===== src/rtl/string_hw_pkg.sv =====
// Shared constants, opcode/state enums and byte-class helper for the string engine.
package string_hw_pkg;

    localparam int MAX_BLOCKS_DEF = 2;
    localparam int N_DEF          = MAX_BLOCKS_DEF * 4;

    typedef enum logic [3:0] {
        OP_CMP    = 4'd0,
        OP_UPPER  = 4'd1,
        OP_LOWER  = 4'd2,
        OP_REV    = 4'd3,
        OP_SEARCH = 4'd4
    } op_e;

    typedef enum logic [1:0] {
        IDLE = 2'd0,
        RUN  = 2'd1,
        DONE = 2'd2
    } state_e;

    function automatic logic in_range(input logic [7:0] c, input logic [7:0] lo, input logic [7:0] hi);
        return (c >= lo) && (c <= hi);
    endfunction

endpackage


===== src/rtl/string_hw_case_conv.sv =====
// Single-byte ASCII case converter: folds a..z to upper or A..Z to lower, passing all else through.
module string_hw_case_conv
    import string_hw_pkg::*;
(
    input  logic [7:0] in_byte,
    input  logic       to_upper,
    output logic [7:0] out_byte
);

    // Only the letter range of the selected case is shifted by 0x20.
    always_comb begin
        out_byte = in_byte;
        if (to_upper) begin
            if (in_range(in_byte, 8'h61, 8'h7a)) begin
                out_byte = in_byte - 8'h20;
            end else begin
                out_byte = in_byte;
            end
        end else begin
            if (in_range(in_byte, 8'h41, 8'h5a)) begin
                out_byte = in_byte + 8'h20;
            end else begin
                out_byte = in_byte;
            end
        end
    end

endmodule


===== src/rtl/string_hw.sv =====
// Character-serial string engine: compare, case conversion, reverse and substring search,
// one character position per clock behind an IDLE/RUN/DONE handshake.
module string_hw
    import string_hw_pkg::*;
#(
    parameter int MAX_BLOCKS = MAX_BLOCKS_DEF
) (
    input  logic                          clk,
    input  logic                          reset,
    input  logic                          go,
    input  logic [3:0]                    index,
    input  logic [7:0]                    length,
    input  logic [0:MAX_BLOCKS*4-1][7:0]  A,
    input  logic [0:MAX_BLOCKS*4-1][7:0]  B,
    output logic                          done,
    output logic [0:MAX_BLOCKS*4-1][7:0]  Result
);

    localparam int N  = MAX_BLOCKS * 4;
    localparam int IW = $clog2(N);

    typedef logic [0:N-1][7:0] str_t;

    state_e     state_q, state_d;
    str_t       a_q, a_d, b_q, b_d, work_q, work_d, res_q, res_d;
    logic [3:0] op_q, op_d;
    logic [7:0] len_q, len_d, k_q, k_d;
    logic       match_q, match_d, done_q, done_d;

    logic [IW-1:0] kidx_s, ridx_s;
    logic [7:0]    conv_in_s, conv_out_s;
    logic          to_upper_s, byte_eq_s, last_s, hit_s;
    str_t          a_sh_s;

    assign kidx_s     = k_q[IW-1:0];
    assign ridx_s     = IW'(N - 1) - kidx_s;
    assign conv_in_s  = a_q[kidx_s];
    assign to_upper_s = (op_q == OP_UPPER);
    assign byte_eq_s  = (a_q[kidx_s] == b_q[kidx_s]);
    assign last_s     = (k_q == 8'(N - 1));
    // Shifting A left by k characters lines candidate position p=k up with B[0].
    assign a_sh_s     = a_q << {k_q, 3'b000};

    string_hw_case_conv u_case_conv (
        .in_byte  (conv_in_s),
        .to_upper (to_upper_s),
        .out_byte (conv_out_s)
    );

    // Search hit at p=k: pattern fits inside A and every pattern byte matches.
    always_comb begin
        hit_s = (len_q <= 8'(N)) && (({1'b0, k_q} + {1'b0, len_q}) <= 9'(N));
        for (int j = 0; j < N; j++) begin
            hit_s = hit_s & ~((8'(j) < len_q) && (a_sh_s[j] != b_q[j]));
        end
    end

    // Next-state, operand latch and per-character datapath.
    always_comb begin
        state_d = state_q;
        a_d     = a_q;
        b_d     = b_q;
        op_d    = op_q;
        len_d   = len_q;
        k_d     = k_q;
        work_d  = work_q;
        match_d = match_q;
        res_d   = res_q;
        case (state_q)
            IDLE: begin
                if (go) begin
                    a_d     = A;
                    b_d     = B;
                    op_d    = index;
                    len_d   = length;
                    k_d     = 8'd0;
                    work_d  = '0;
                    match_d = 1'b1;
                    state_d = RUN;
                end else begin
                    state_d = IDLE;
                end
            end
            RUN: begin
                case (op_q)
                    OP_CMP:             match_d = match_q & byte_eq_s;
                    OP_UPPER, OP_LOWER: work_d[kidx_s] = conv_out_s;
                    OP_REV:             work_d[kidx_s] = a_q[ridx_s];
                    default:            work_d = work_q;
                endcase
                if ((op_q == OP_SEARCH) && hit_s) begin
                    res_d   = {{(N*8-8){1'b0}}, k_q};
                    state_d = DONE;
                end else if (last_s) begin
                    state_d = DONE;
                    case (op_q)
                        OP_CMP:                     res_d = {{(N*8-1){1'b0}}, match_d};
                        OP_UPPER, OP_LOWER, OP_REV: res_d = work_d;
                        OP_SEARCH:                  res_d = '1;
                        default:                    res_d = '0;
                    endcase
                end else begin
                    k_d = k_q + 8'd1;
                end
            end
            DONE: begin
                // go must fall before another operation can be accepted.
                if (!go) begin
                    state_d = IDLE;
                end else begin
                    state_d = DONE;
                end
            end
            default: state_d = IDLE;
        endcase
        done_d = (state_d == DONE);
    end

    // State, latched operands and result register.
    always_ff @(posedge clk or posedge reset) begin
        if (reset) begin
            state_q <= IDLE;
            a_q     <= '0;
            b_q     <= '0;
            op_q    <= 4'd0;
            len_q   <= 8'd0;
            k_q     <= 8'd0;
            work_q  <= '0;
            match_q <= 1'b0;
            res_q   <= '0;
            done_q  <= 1'b0;
        end else begin
            state_q <= state_d;
            a_q     <= a_d;
            b_q     <= b_d;
            op_q    <= op_d;
            len_q   <= len_d;
            k_q     <= k_d;
            work_q  <= work_d;
            match_q <= match_d;
            res_q   <= res_d;
            done_q  <= done_d;
        end
    end

    assign done   = done_q;
    assign Result = res_q;

endmodule


===== config.mk =====
export PLATFORM = sky130hd
export DESIGN_NAME = string_hw
export DESIGN_NICKNAME = d
export VERILOG_FILES = /design/src/rtl/string_hw_pkg.sv /design/src/rtl/string_hw_case_conv.sv /design/src/rtl/string_hw.sv
export SDC_FILE = /design/constraint.sdc
export NUM_CORES = 1
export LEC_CHECK = 0
export BUFFER_PORTS_ARGS = -buffer_cell sky130_fd_sc_hd__buf_2
export CORE_MARGIN = 2
export CORE_UTILIZATION = 60
export CTS_CLUSTER_DIAMETER = 120
export DETAILED_ROUTE_END_ITERATION = 16
export GPL_ROUTABILITY_DRIVEN = 0
export HOLD_SLACK_MARGIN = 0.15
export MAX_ROUTING_LAYER = met4
export PLACE_DENSITY = 0.82
export SYNTH_ARGS = -nofsm -noshare
export SYNTH_HDL_FRONTEND = slang
export SYNTH_SLANG_ARGS = --single-unit

===== constraint.sdc =====
create_clock -name clk -period 28.4 [get_ports clk]
set_input_delay 5.68 -clock clk [delete_from_list [all_inputs] [get_ports clk]]
set_output_delay 5.68 -clock clk [all_outputs]
set_load 0.05 [all_outputs]

# After elaboration in Yosys (flattened, before gate mapping)
# Cells that the tools add are included.
# classes
shifts	1
bitwise	19
order_cmp	17
n_mux	34
eq_ne	20
addsub	5
reduce_logical	23
# op_table
operator	count
case mux 64 bit (2 select lines)	2
two-way mux 64 bit	3
case mux 64 bit (3 select lines)	1
bitwise mux 64 bit	2
two-way mux 8 bit	13
binary-select mux 8 bit (select 3 bit)	3
!= test 8 bit	8
left shift 64 x 11 -> 64 bit	1
less-than comparator 3 x 8 -> 1 bit, first input constant	4
demux 8 bit (select 3 bit)	1
greater-or-equal comparator 8 x 7 -> 1 bit, second input constant	2
<= comparator 8 x 7 -> 1 bit, second input constant	2
less-than comparator 1 x 8 -> 1 bit, first input constant	2
less-than comparator 2 x 8 -> 1 bit, first input constant	2
case mux 8 bit (2 select lines)	1
logical AND 1 bit	13
adder 8 x 8 -> 9 bit	1
bitwise AND 1 bit	9
<= comparator 9 x 4 -> 1 bit, second input constant	1
adder 8 x 1 -> 8 bit, second input constant	1
adder 8 x 6 -> 8 bit, second input constant	1
== test 4 x 2 -> 1 bit, second input constant	2
== test 8 x 3 -> 1 bit, second input constant	1
== test 8 bit	1
23 further kinds	42
# word_totals
reg_bits	280

# Logic depth before layout (Yosys ltp)
# depth
depth_word	16
depth_mapped	16

# Cells and area by module
# Synthesis repeated with hierarchy kept, for this count alone.
# hier_totals
cells_unflattened	1974
area_unflattened_um2	17170.2
# by_module_without_submodules
module	cells_each	n_inst	seq_area_each_um2	area_per_inst_um2
string_hw	1940	1	7006.7	16908.7
string_hw_case_conv	34	1	0.0	261.5

# Worst setup path before layout
# Ideal clock, no wire load.
# synth_timing
path_kind	input to register
from	input go
to	register a_q[62] (netlist name)
setup_ns	0.065
path_stages	6
setup_slack_ns	21.549
required_time_ns	28.335
arrival_time_ns	6.786
path_buffers	3
cell_sequence	nor3b_1 -> clkbuf_1 -> clkbuf_1 -> clkbuf_1 -> nand2_1 -> nand2_1
# synth_between
elab_chain_len	1
# synth_lines
item	line_no	text
start: declaration	string_hw.sv:10	input logic go,
AND reduction 2 bit (no line)	n/a	
end signal: assignment	string_hw.sv:123	a_q <= '0;
end signal: assignment	string_hw.sv:134	a_q <= a_d;
end: declaration	string_hw.sv:25	str_t a_q, a_d, b_q, b_d, work_q, work_d, res_q, res_d;
# Every way passes these cells.
# A chain may end at the register's enable or synchronous reset.

==> metrics <==
dominant combinational cell family by area after synthesis=simple AND/OR/NAND/NOR gates; drt wl/cell=22.3 µm; initial antenna violation count=0; Post-Synth XOR/XNOR Area=0.0214; Worst Reg2Reg Path Length in Cells=13; horizontal die dimension=171 µm; endpoint with the worst hold slack=work_q[42]$_DFFE_PP0P_; maximum fanout along the worst path=125; final WL=54900 µm; post-synth design cell area=16800 µm²; Worst-Margin Slew=1.39 ns; Post-synth ARST share=1.00; complex-gate fraction of the synthesized area=0.192; number of buffers inserted by port buffering=207; residual DRC count=0; Clk Tree Root Cell=clkbuf_16; Post-CTS Resized=0; Mapped Avg Cell Area=8.70 µm²; total leakage power=9.11 nW; endpoint kind of the worst setup timing path=async pin; hold path startpoint=work_q[42]$_DFFE_PP0P_; overall routing resource usage=0.384; number of standard-cell rows in the floorplan=about 60; Num CTS Buffers=29; number of max-capacitance violations reported=0; setup slack, reg-to-reg=22.69 ns; status=complete, no violations; number of detailed-route iterations in the first pass=8; Overall Power=between 2 and 3 mW; vias per inst=6.66; insertion delay to the later sink of the worst-skew pair=just under 0.6 ns; number of antenna-violating nets in the routed design=0; data required time at the worst endpoint=28.89 ns; core area=27700 µm²; unrepaired setup endpoints after global routing=false; areal power density over the cells=141 nW/µm²; Final Hold Violating Endpoints=0; proportion of power drawn by combinational gates=0.543; worst min-delay path class=reg2reg; max-slew violation count=0; HPWL after DPL=38700 µm; Final period util=0.275; fin util=0.681; maximum number of buffers from clock root to sink=3; Post-CTS Setup Repair Bufs=0; Gate Count Post-Synth=about 1900; routed vias=16400; most common cell after layout, fill and taps aside=nand2_1; fin crit period=7.80 ns; signed area change from the synthesized netlist to the final layout=12.3%; largest net degree at the start of global routing=126; simple-gate share of the synthesized area=0.222; data arrival at the endpoint of the critical path=8.29 ns; source of the worst register-to-register timing path=k_q[0]$_DFFE_PP0P_; most used flip-flop cell after synthesis=dfrtp_1; count of clock tree sinks=280; number of nets produced by synthesis=2087; area of the die=roughly 29000 µm²; NumNets Final=around 2200; type of the worst setup path=in2async; maximum clock frequency=between 100 and 150 MHz; global-route congestion overflow total=0; sequential cell area fraction in the yosys report=0.417; leading cell types in the layout, fill and taps excluded=nand2_1, dfrtp_1, buf_2; terminus of the critical flop-to-flop path=Result[5]$_DFFE_PP0P_; Int Power=1.29 mW; number of synthesized flops with an enable pin=0; final antenna diode count=0; Clk pwr share=0.143; detailed router's first-iteration violation count=about 2800; setup-violating endpoint count in the final report=0; H-tree levels=1; startpoint class of the critical path=input port; post-synthesis adder-cell area fraction=0.0101; switching fraction of total power=0.515; number of distinct standard cells referenced by the synthesized netlist=87; relative slew slack=0.0649; y dimension of the die=171 µm; hold path depth=2; number of synthesized register bits=280; Starting Density=0.606; net load switching power=1.37 mW; accumulated negative setup slack=0 ns; via count of the first global-routing pass=15400; clock-pin slew on the worst setup and hold paths=0.06 ns; worst-case clock skew=around 0.016 ns; wire length of the first global-routing pass=84900 µm; TritonCTS clock tree=built; share of cells above drive strength 1=0.175; total of hold buffers inserted after clock tree synthesis=0; warnings from Yosys=0; Ports=208; multiplexer area fraction after synthesis=0.0946; maximum vdd drop=76.8 µV; portion of total power attributed to sequential cells=0.314
## worst max-delay path, stage by stage
cell	delay (ns)
buf_2	0.13
inv_8	0.56
buf_4	0.97
buf_4	0.84
## worst max-delay path by stage
stage | startpoint | endpoint | slack [ns] | cells after the start
6_report | reset | k_q[0]$_DFFE_PP0P_ | 20.60 | 4
5_1_grt | reset | k_q[0]$_DFFE_PP0P_ | 20.10 | 4
4_1_cts | reset | k_q[0]$_DFFE_PP0P_ | 20.45 | 4
3_5_place_dp | reset | k_q[0]$_DFFE_PP0P_ | 19.87 | 4
3_3_place_gp | reset | k_q[0]$_DFFE_PP0P_ | 19.91 | 4
2_1_floorplan | reset | Result[0]$_DFFE_PP0P_ | 15.00 | 1
## final cells by class
type / count / area, µm²
Timing Repair Buffer: 232 / 1220
Fill cell: 2227 / 8840
Sequential cell: 280 / 7010
Multi-Input combinational cell: 1496 / 9150
Clock buffer: 42 / 835
Tap cell: 378 / 473
Clock inverter: 12 / 106
Inverter: 16 / 67.6
## logic make-up (layout without fill, tap and decap cells)
family | Yosys count | after routing
AND/OR/NAND/NOR | 854 | 854
AO/OA/AOI/OAI | 472 | 472
flip-flops | 280 | 280
buffers and inverters | 155 | 302
multiplexers | 116 | 116
XOR/XNOR | 41 | 41
adder cells (fa/ha/maj) | 13 | 13
## synthesized netlist by cell type (9+ instances only)
master    count  share of area
a211oi_1     12         0.0054
a21o_1        9         0.0040
a21oi_1      79          0.024
a22o_1       67          0.035
a22oi_1      57          0.025
a31oi_1      22         0.0082
buf_1        10         0.0022
buf_2        29         0.0086
clkbuf_1     87          0.019
dfrtp_1     280           0.42
ha_1         12         0.0089
inv_1        15         0.0034
mux2_2       28          0.019
mux2i_1      57          0.034
mux4_2       20          0.027
nand2_1     567           0.13
nand2b_1     29          0.011
nand3_1      23         0.0069
nand3b_1      9         0.0040
nand4_1      17         0.0063
nor2_1       93          0.021
nor3_1       37          0.011
nor4_1       12         0.0045
o211ai_1     15         0.0067
o21ai_0     109          0.032
o22ai_1      11         0.0041
xnor2_1      28          0.015
xor2_1       13         0.0068
## registers in the layout (all words and copies together), names as in the netlist
register	count
work_q	64
b_q	64
state_q	2
op_q	4
Result	64
match_q	1
len_q	8
done	1
k_q	8
a_q	64
## layer usage
layer,track usage,wire length [µm]
met3,0.119,7530
met2,0.550,23000
met1,0.505,21300
met4,0.170,3010
met5,-,0
## metrics by stage
step	hold WS, ns	worst slack (ns)	instance area (µm²)	std cells
floorplan	0.445	15.00	16800	1931
global placement	0.459	19.91	17900	2402
detailed placement	0.471	19.87	17900	2402
CTS	0.486	20.45	18900	2456
global route	0.510	20.10	18900	2456
finish	0.489	20.60	18900	2456
## power groups by stage
stage	Clock [mW]	Combinational, mW	Sequential (mW)
after global placement	0	1.34	0.803
after detailed placement	0	1.38	0.811
after CTS	0.379	1.39	0.807
after floorplan	0	0.988	0.786
after global routing	0.395	1.54	0.838
final	0.379	1.44	0.831
(Power assumes the default switching activity.)
